[config.mk]
export PLATFORM = sky130hd
export DESIGN_NAME = registro_id_ex
export DESIGN_NICKNAME = d
export VERILOG_FILES = /design/src/rtl/registro_id_ex.sv
export SDC_FILE = /design/constraint.sdc
export NUM_CORES = 1
export LEC_CHECK = 0
export BUFFER_PORTS_ARGS = -buffer_cell sky130_fd_sc_hd__clkbuf_2
export CAP_MARGIN = 20
export CORE_AREA = 2 2 97 99
export CTS_BUF_LIST = sky130_fd_sc_hd__clkbuf_4
export DETAILED_ROUTE_END_ITERATION = 10
export DIE_AREA = 0 0 99 101
export MAX_ROUTING_LAYER = met4
export PLACE_DENSITY = 0.88
export SYNTH_ARGS = -nofsm -noshare
export SYNTH_HDL_FRONTEND = slang
export SYNTH_SLANG_ARGS = --single-unit
[constraint.sdc]
create_clock -name clk -period 2.8 [get_ports clk]
set_input_delay 0.56 -clock clk [delete_from_list [all_inputs] [get_ports clk]]
set_output_delay 0.56 -clock clk [all_outputs]
set_load 0.005 [all_outputs]
[src/rtl/registro_id_ex.sv]
`default_nettype none
// ============================================================================
//  Module      : registro_id_ex
//  Description : ID/EX pipeline register with load-use hazard detection.
//                A load in EX whose destination (rt) is read by the ID
//                instruction raises 'stall' for one cycle. During that cycle
//                a bubble enters EX. 'flush' squashes the ID instruction and
//                takes priority over a stall.
//  Ports       : clk, reset (sync, active-low)
//                id_* : decoded ID-stage instruction fields (inputs)
//                flush: squash ID instruction (input)
//                stall: hold PC and IF/ID this cycle (output, combinational)
//                ex_* : registered EX-stage fields (outputs)
//                stall_count : saturating stall counter (output, optional)
//  Options     : REGISTRO_ID_EX_STALL_CNT_EN adds the 16-bit stall_count port.
//  Revision    : 1.0 - initial release
// ============================================================================
module registro_id_ex (
    input  logic        clk,
    input  logic        reset,
    input  logic        id_valid,
    input  logic [4:0]  id_rs,
    input  logic [4:0]  id_rt,
    input  logic [4:0]  id_rd,
    input  logic        id_uses_rt,
    input  logic [31:0] id_rd1,
    input  logic [31:0] id_rd2,
    input  logic [31:0] id_imm,
    input  logic [9:0]  id_ctrl,
    input  logic        flush,
    output logic        stall,
    output logic        ex_valid,
    output logic [4:0]  ex_rs,
    output logic [4:0]  ex_rt,
    output logic [4:0]  ex_wreg,
    output logic [31:0] ex_rd1,
    output logic [31:0] ex_rd2,
    output logic [31:0] ex_imm,
    output logic [9:0]  ex_ctrl
`ifdef REGISTRO_ID_EX_STALL_CNT_EN
    ,
    output logic [15:0] stall_count
`endif
);

    localparam logic [0:0] c_RUN    = 1'b0;
    localparam logic [0:0] c_BUBBLE = 1'b1;

    logic [0:0]  r_state;
    logic        r_ex_valid;
    logic [4:0]  r_ex_rs;
    logic [4:0]  r_ex_rt;
    logic [4:0]  r_ex_wreg;
    logic [31:0] r_ex_rd1;
    logic [31:0] r_ex_rd2;
    logic [31:0] r_ex_imm;
    logic [9:0]  r_ex_ctrl;

    logic        w_hazard;
    logic        w_stall;
    logic [4:0]  w_wreg;
    logic [9:0]  w_ctrl_cap;

    // A load targeting r0 never produces a value worth waiting for, so the
    // non-zero test on ex_rt also makes rs/rt == 0 hazard-free.
    assign w_hazard = r_ex_valid & r_ex_ctrl[1] & (r_ex_rt != 5'd0) & id_valid &
                      ((r_ex_rt == id_rs) | (id_uses_rt & (r_ex_rt == id_rt)));

    // Stall is suppressed during reset, while the bubble is in flight
    // (at most one stall cycle per load) and when the ID slot is flushed.
    assign w_stall = reset & (r_state == c_RUN) & w_hazard & ~flush;

    assign w_wreg = id_ctrl[5] ? id_rd : id_rt;

    // Writes to r0 are dropped here so later stages need not check.
    assign w_ctrl_cap = id_valid ? {id_ctrl[9:1], id_ctrl[0] & (w_wreg != 5'd0)}
                                 : 10'd0;

    always_ff @(posedge clk) begin
        if (!reset) begin
            r_state    <= c_RUN;
            r_ex_valid <= 1'b0;
            r_ex_ctrl  <= 10'd0;
            r_ex_rs    <= 5'd0;
            r_ex_rt    <= 5'd0;
            r_ex_wreg  <= 5'd0;
            r_ex_rd1   <= 32'd0;
            r_ex_rd2   <= 32'd0;
            r_ex_imm   <= 32'd0;
        end else begin
            // Data fields follow ID every cycle; a bubble is defined solely
            // by ex_valid/ex_ctrl being cleared.
            r_ex_rs   <= id_rs;
            r_ex_rt   <= id_rt;
            r_ex_wreg <= w_wreg;
            r_ex_rd1  <= id_rd1;
            r_ex_rd2  <= id_rd2;
            r_ex_imm  <= id_imm;
            if (flush) begin
                r_ex_valid <= 1'b0;
                r_ex_ctrl  <= 10'd0;
                r_state    <= c_RUN;
            end else if (w_stall) begin
                r_ex_valid <= 1'b0;
                r_ex_ctrl  <= 10'd0;
                r_state    <= c_BUBBLE;
            end else begin
                r_ex_valid <= id_valid;
                r_ex_ctrl  <= w_ctrl_cap;
                r_state    <= c_RUN;
            end
        end
    end

`ifdef REGISTRO_ID_EX_STALL_CNT_EN
    logic [15:0] r_stall_count;

    always_ff @(posedge clk) begin
        if (!reset) begin
            r_stall_count <= 16'd0;
        end else if (w_stall && (r_stall_count != 16'hFFFF)) begin
            r_stall_count <= r_stall_count + 16'd1;
        end
    end

    assign stall_count = r_stall_count;
`endif

    assign stall    = w_stall;
    assign ex_valid = r_ex_valid;
    assign ex_rs    = r_ex_rs;
    assign ex_rt    = r_ex_rt;
    assign ex_wreg  = r_ex_wreg;
    assign ex_rd1   = r_ex_rd1;
    assign ex_rd2   = r_ex_rd2;
    assign ex_imm   = r_ex_imm;
    assign ex_ctrl  = r_ex_ctrl;

endmodule
`default_nettype wire

==> results.ini, run 1 <==
[clocking]
clock-root-buffer=clkbuf_4
cts_tree=done
hold_buffers=0
cts.sinks=123
ctsLongestPathBuffers=2
cts_setup_buffers=0
clock_latency_ns=0.48
htree_levels=4
clk_pin_slew_ns=0.11
cts_buffers=17
cts_resized=0

[synth]
yosysMostFrequentCell=dfxtp_1
synth.top_cell.area_share=0.7001
synthCells=292
ys_ff_latch=123
synth_cell_types=17
syn_area_per_cell_um2=12.04
synth_enable_flop_cells=0
synth-main-ff-cell=dfxtp_1
syn_area_um2=3517
yosysTopAreaCell=dfxtp_1
ys_seq_area_frac=0.7001
syn_nets=418
synthArstFlopShare=0
synth_warnings=0
synth_area_leaders=dfxtp_1 70%, and2_1 20%, xnor2_1 2.5%
synth_commonest_cells=123 x dfxtp_1, 115 x and2_1, 13 x clkbuf_1

[global_routing]
grt_usage=0.1719
grt_pass1_wl_mm=12.81
antenna_found_initial=0
grt_overflow=0
grt_max_degree=111
grt_pass1_vias=2905

[worst_hold_path]
hold_class=in -> reg
whs_path_depth=2

[floorplan]
dieArea_um2=9999
start_util=0.3918
coreArea_um2=8977
core.rowCount=35
die_h_um=101
io_pins=249
die_x_um=99

[cells_and_area]
nets=672
final_cells=670
layout-drive-gt1-share=0.5009
antenna_cells=0
syn2layout_area_growth_pct=46.46
final_area_um2=5151

[sta]
hold_viol_final=0
tightestPinTransition_ns=0.7353
skew_ns=0.009352
finalSetupViolCount=0
min_period_ns=2.421
setup_tns_ns=0
slew_violations=0
fin_crit_sh=0.8645
rsz0062_at_grt=no
slew_headroom=0.5098
fmax_mhz=413.1

[place]
dp.cells=638
place_area_um2=4848
hpwlAfterDp_mm=6.620
io_buffers=248
place.gp.congestion=0.7972

[detailed_routing]
antenna_left=0
vias_per_cell=4.215
wl_mm=8.347
wl_per_cell_um=12.46
detailroute.via_count=2824
drc=0
dr.pass1.iters=4
drt-initial-drc-count=35

[power_and_ir_drop]
leakage_nw=2.631
ir_drop_mv=0.3831
power.density_nw_per_um2=666.6

[setup_path]
start_kind=register
cp.arrival_ns=1.86
end_kind=output pin
path_class=reg -> out
crit_fanout=4
r2r_cells=5
cp.required_ns=2.24

[run_status]
status=finished clean

[flow_run]
drv_cap=0

layout by cell type (no fill, tap or decap), drive strengths merged:
cell | synthesis | layout
xnor2 | 10 | 10
nand2 | 6 | 6
or4 | 1 | 1
nor2 | 4 | 4
clkinv | 0 | 6
clkinvlp | 0 | 5
and2 | 115 | 115
dfxtp | 123 | 123
a211oi | 1 | 1
bufinv | 0 | 3
nand3b | 1 | 1
nand3 | 1 | 1
mux2i | 5 | 5
inv | 0 | 1
nor4 | 3 | 3
and4 | 1 | 1
clkbuf | 13 | 265
o22ai | 1 | 1
buf | 1 | 1
nor2b | 5 | 5
nand4 | 1 | 1
area by class of cell:
type,count,area (µm²)
flip-flops and latches,123,2462
well taps,111,138.9
clock buffers,17,127.6
clock inverters,15,175.2
fillers,781,3826
repair buffers,249,1249
multi-input cells,155,998.5
report_power, final:
group	switching [mW]	internal (mW)
logic	0.120	0.175
registers	0.0292	1.84
clock network	0.653	0.617
total	0.802	2.63
through the flow:
step	utilization	hold WS [ns]	setup WS [ns]	power (mW)
CTS	0.5738	0.2033	0.3046	3.490
global placement	0.5401	0.5111	0.6686	2.199
global route	0.5738	0.1951	0.2173	3.598
finish	0.5738	0.2644	0.3794	3.434
floorplan	-	0.4890	1.052	2.012
detailed placement	0.5401	0.5191	0.6519	2.211
cell families (layout without fill, tap and decap cells):
| group | count (synthesis) | count (layout) | synth area share |
|---|---|---|---|
| buffers and inverters | 14 | 281 | 0.01601 |
| AND/OR/NAND/NOR | 138 | 138 | 0.2394 |
| flip-flops | 123 | 123 | 0.7001 |
| AO/OA/AOI/OAI | 2 | 2 | 0.005337 |
| XOR/XNOR | 10 | 10 | 0.02490 |
| multiplexers | 5 | 5 | 0.01423 |
routing by layer:
metal | routed length [µm] | global-route usage | vias to the layer above | share of wire
met2 | 4612 | 0.3093 | 139 | 0.55
met5 | 0 | - | - | 0
met1 | 2928 | 0.1648 | 1261 | 0.35
li1 | - | - | 1413 | -
met4 | 141 | 0.06955 | 0 | 0.017
met3 | 664 | 0.06727 | 11 | 0.080
worst paths after layout:
check                  start  slack [ns]          to
hold / removal    id_ctrl[2]        0.26  ex_ctrl[2]
setup / recovery    ex_rt[3]        0.38       stall
setup reg to reg    ex_rt[1]        0.92  ex_ctrl[0]
hold reg to reg      r_state        0.53     r_state
sequential cells by signal (all words and copies together), names as in the netlist:
signal    flops
ex_imm       32
ex_rt         5
ex_wreg       5
ex_rs         5
r_state       1
ex_rd2       32
ex_rd1       32
ex_valid      1
ex_ctrl      10
worst max-delay path, cell delays in order (launching register included):
cell and delay (ns):
dfxtp_1 0.43, or4_1 0.15, nor2_1 0.04, nor4_1 0.39, nand2_1 0.13, nor2_1 0.11, clkbuf_2 0.13
(Power assumes the default switching activity.)
==> run 2, diff against run 1 <==
Settings changed: MAX_ROUTING_LAYER met4 to default, REMOVE_ABC_BUFFERS from default to 1.
==> results.ini, run 2 (synthesis gave the netlist of run 1 again) <==
[run_status]
status=finished clean  ; unchanged

[floorplan]
io_pins=249  ; unchanged
coreArea_um2=8977  ; unchanged
core.rowCount=35  ; unchanged
die_x_um=99  ; unchanged
start_util=0.3918  ; unchanged
die_h_um=101  ; unchanged
dieArea_um2=9999  ; unchanged

[setup_path]
cp.arrival_ns=1.82  ; was 1.86 ns
cp.required_ns=2.24  ; about the same
crit_fanout=4  ; unchanged
end_kind=output pin  ; unchanged
path_common_cell=nor2_1  ; unchanged
path_cells=or4_1 > nor2_1 > nor4_1 > nand2_1 > nor2_1 > clkbuf_2  ; unchanged
path_class=reg -> out  ; unchanged
cpPeakStageDelay_ns=0.52  ; was 0.43 ns
slowest_stage=or4_1  ; was dfxtp_1
start_kind=register  ; unchanged
regToRegSetupSlack_ns=0.92  ; about the same

[sta]
setup_tns_ns=0  ; unchanged
skew_ns=0.01332  ; was 0.009352 ns
rsz0062_at_grt=no  ; unchanged
slew_violations=0  ; unchanged
finalSetupViolCount=0  ; unchanged
setup_ws_ns=0.4205  ; was 0.3794 ns
min_period_ns=2.379  ; was 2.421 ns
holdWs_ns=0.2756  ; was 0.2644 ns
fin_crit_sh=0.8498  ; was 0.8645
slew_headroom=0.4921  ; was 0.5098
fmax_mhz=420.3  ; was 413.1 MHz
hold_viol_final=0  ; unchanged
tightestPinTransition_ns=0.7619  ; was 0.7353 ns

[clocking]
ctsLongestPathBuffers=2  ; unchanged
cts_buffers=17  ; unchanged
htree_levels=4  ; unchanged
clock-root-buffer=clkbuf_4  ; unchanged
cts_resized=0  ; unchanged
cts.sinks=123  ; unchanged
clock_latency_ns=0.47  ; was 0.48 ns
hold_buffers=0  ; unchanged
cts_tree=done  ; unchanged
clk_pin_slew_ns=0.12  ; was 0.11 ns
cts_setup_buffers=0  ; unchanged

[global_routing]
grt_overflow=0  ; unchanged
antenna_found_initial=0  ; unchanged
grt_usage=0.1606  ; was 0.1719
grt_max_degree=112  ; was 111
grt_pass1_wl_mm=12.53  ; was 12.81 mm
grt_pass1_vias=2773  ; was 2905

[cells_and_area]
nets=672  ; unchanged
final_area_um2=5089  ; was 5151 µm²
final_cells=669  ; was 670
antenna_cells=0  ; unchanged
fillCellCount=761  ; was 781
syn2layout_area_growth_pct=44.68  ; was 46.46%
final_common_cell=clkbuf_2  ; unchanged
layout-drive-gt1-share=0.5018  ; was 0.5009
utilization=0.5668  ; was 0.5738
layout_common_cells=248 x clkbuf_2, 123 x dfxtp_1, 115 x and2_1  ; unchanged

[place]
io_buffers=248  ; unchanged
place.gp.congestion=0.7392  ; was 0.7972
dp_slack_ns=0.6750  ; was 0.6519 ns
place_area_um2=4848  ; unchanged
dp.cells=638  ; unchanged
hpwlAfterDp_mm=6.401  ; was 6.620 mm

[detailed_routing]
wl_mm=8.286  ; was 8.347 mm
wl_per_cell_um=12.39  ; was 12.46 µm
drt-initial-drc-count=23  ; was 35
drc=0  ; unchanged
dr.pass1.iters=2  ; was 4
vias_per_cell=4.178  ; was 4.215
antenna_left=0  ; unchanged
detailroute.via_count=2795  ; was 2824

[power_and_ir_drop]
p_total_mw=3.217  ; was 3.434 mW
ir_drop_mv=0.3256  ; was 0.3831 mV
leakage_nw=2.609  ; was 2.631 nW
power.density_nw_per_um2=632.2  ; was 666.6 nW/µm²

[worst_hold_path]
hold_class=in -> reg  ; unchanged

[flow_run]
drv_cap=0  ; unchanged

## run 2: cell count changes in the layout (fill, tap and decap cells not counted)
| cell | previous run | this run |
|---|---|---|
| clkinv_1 | 2 | 1 |
| clkinv_2 | 1 | 5 |
| inv_6 | 1 | 0 |
| bufinv_16 | 3 | 1 |
| clkbuf_4 | 17 | 18 |
| clkinv_4 | 3 | 1 |
## run 2: path summary, 6_finish.rpt
kind,start,depth (start not counted),endpoint
max,ex_rt[1],6,stall
min,id_imm[8],2,ex_imm[8]
max reg2reg,ex_rt[1],5,ex_ctrl[0]
min reg2reg,r_state,3,r_state
## run 2: worst max-delay path: cells and delay by family, from the launching register on
| kind | cells | cell delay [ns] |
|---|---|---|
| and+or+nand+nor | 5 | 0.87 |
| DFF | 1 | 0.36 |
| buffers and inverters | 1 | 0.10 |
## run 2: power by group
part	total, mW	internal [mW]	switching (mW)	leakage, nW
logic	0.294	0.175	0.119	1.46
registers	1.87	1.84	0.0273	1.02
clock network	1.06	0.434	0.623	0.123
total	3.22	2.45	0.769	2.61
## run 2: layout make-up
class	instances	area [µm²]	area share
Clock buffer	18	135.1	0.02656
Timing Repair Buffer	249	1249	0.2454
Tap cell	111	138.9	0.02729
Clock inverter	13	105.1	0.02065
Multi-Input combinational cell	155	998.5	0.1962
Sequential cell	123	2462	0.4839
## run 2: layer usage
| metal | vias to the layer above | track usage | wire (µm) |
|---|---|---|---|
| li1 | 1412 | - | - |
| met1 | 1233 | 0.1637 | 3054 |
| met2 | 144 | 0.2848 | 4249 |
| met3 | 6 | 0.08044 | 909 |
| met4 | 0 | 0.05585 | 73 |
| met5 | - | 0 | 0 |
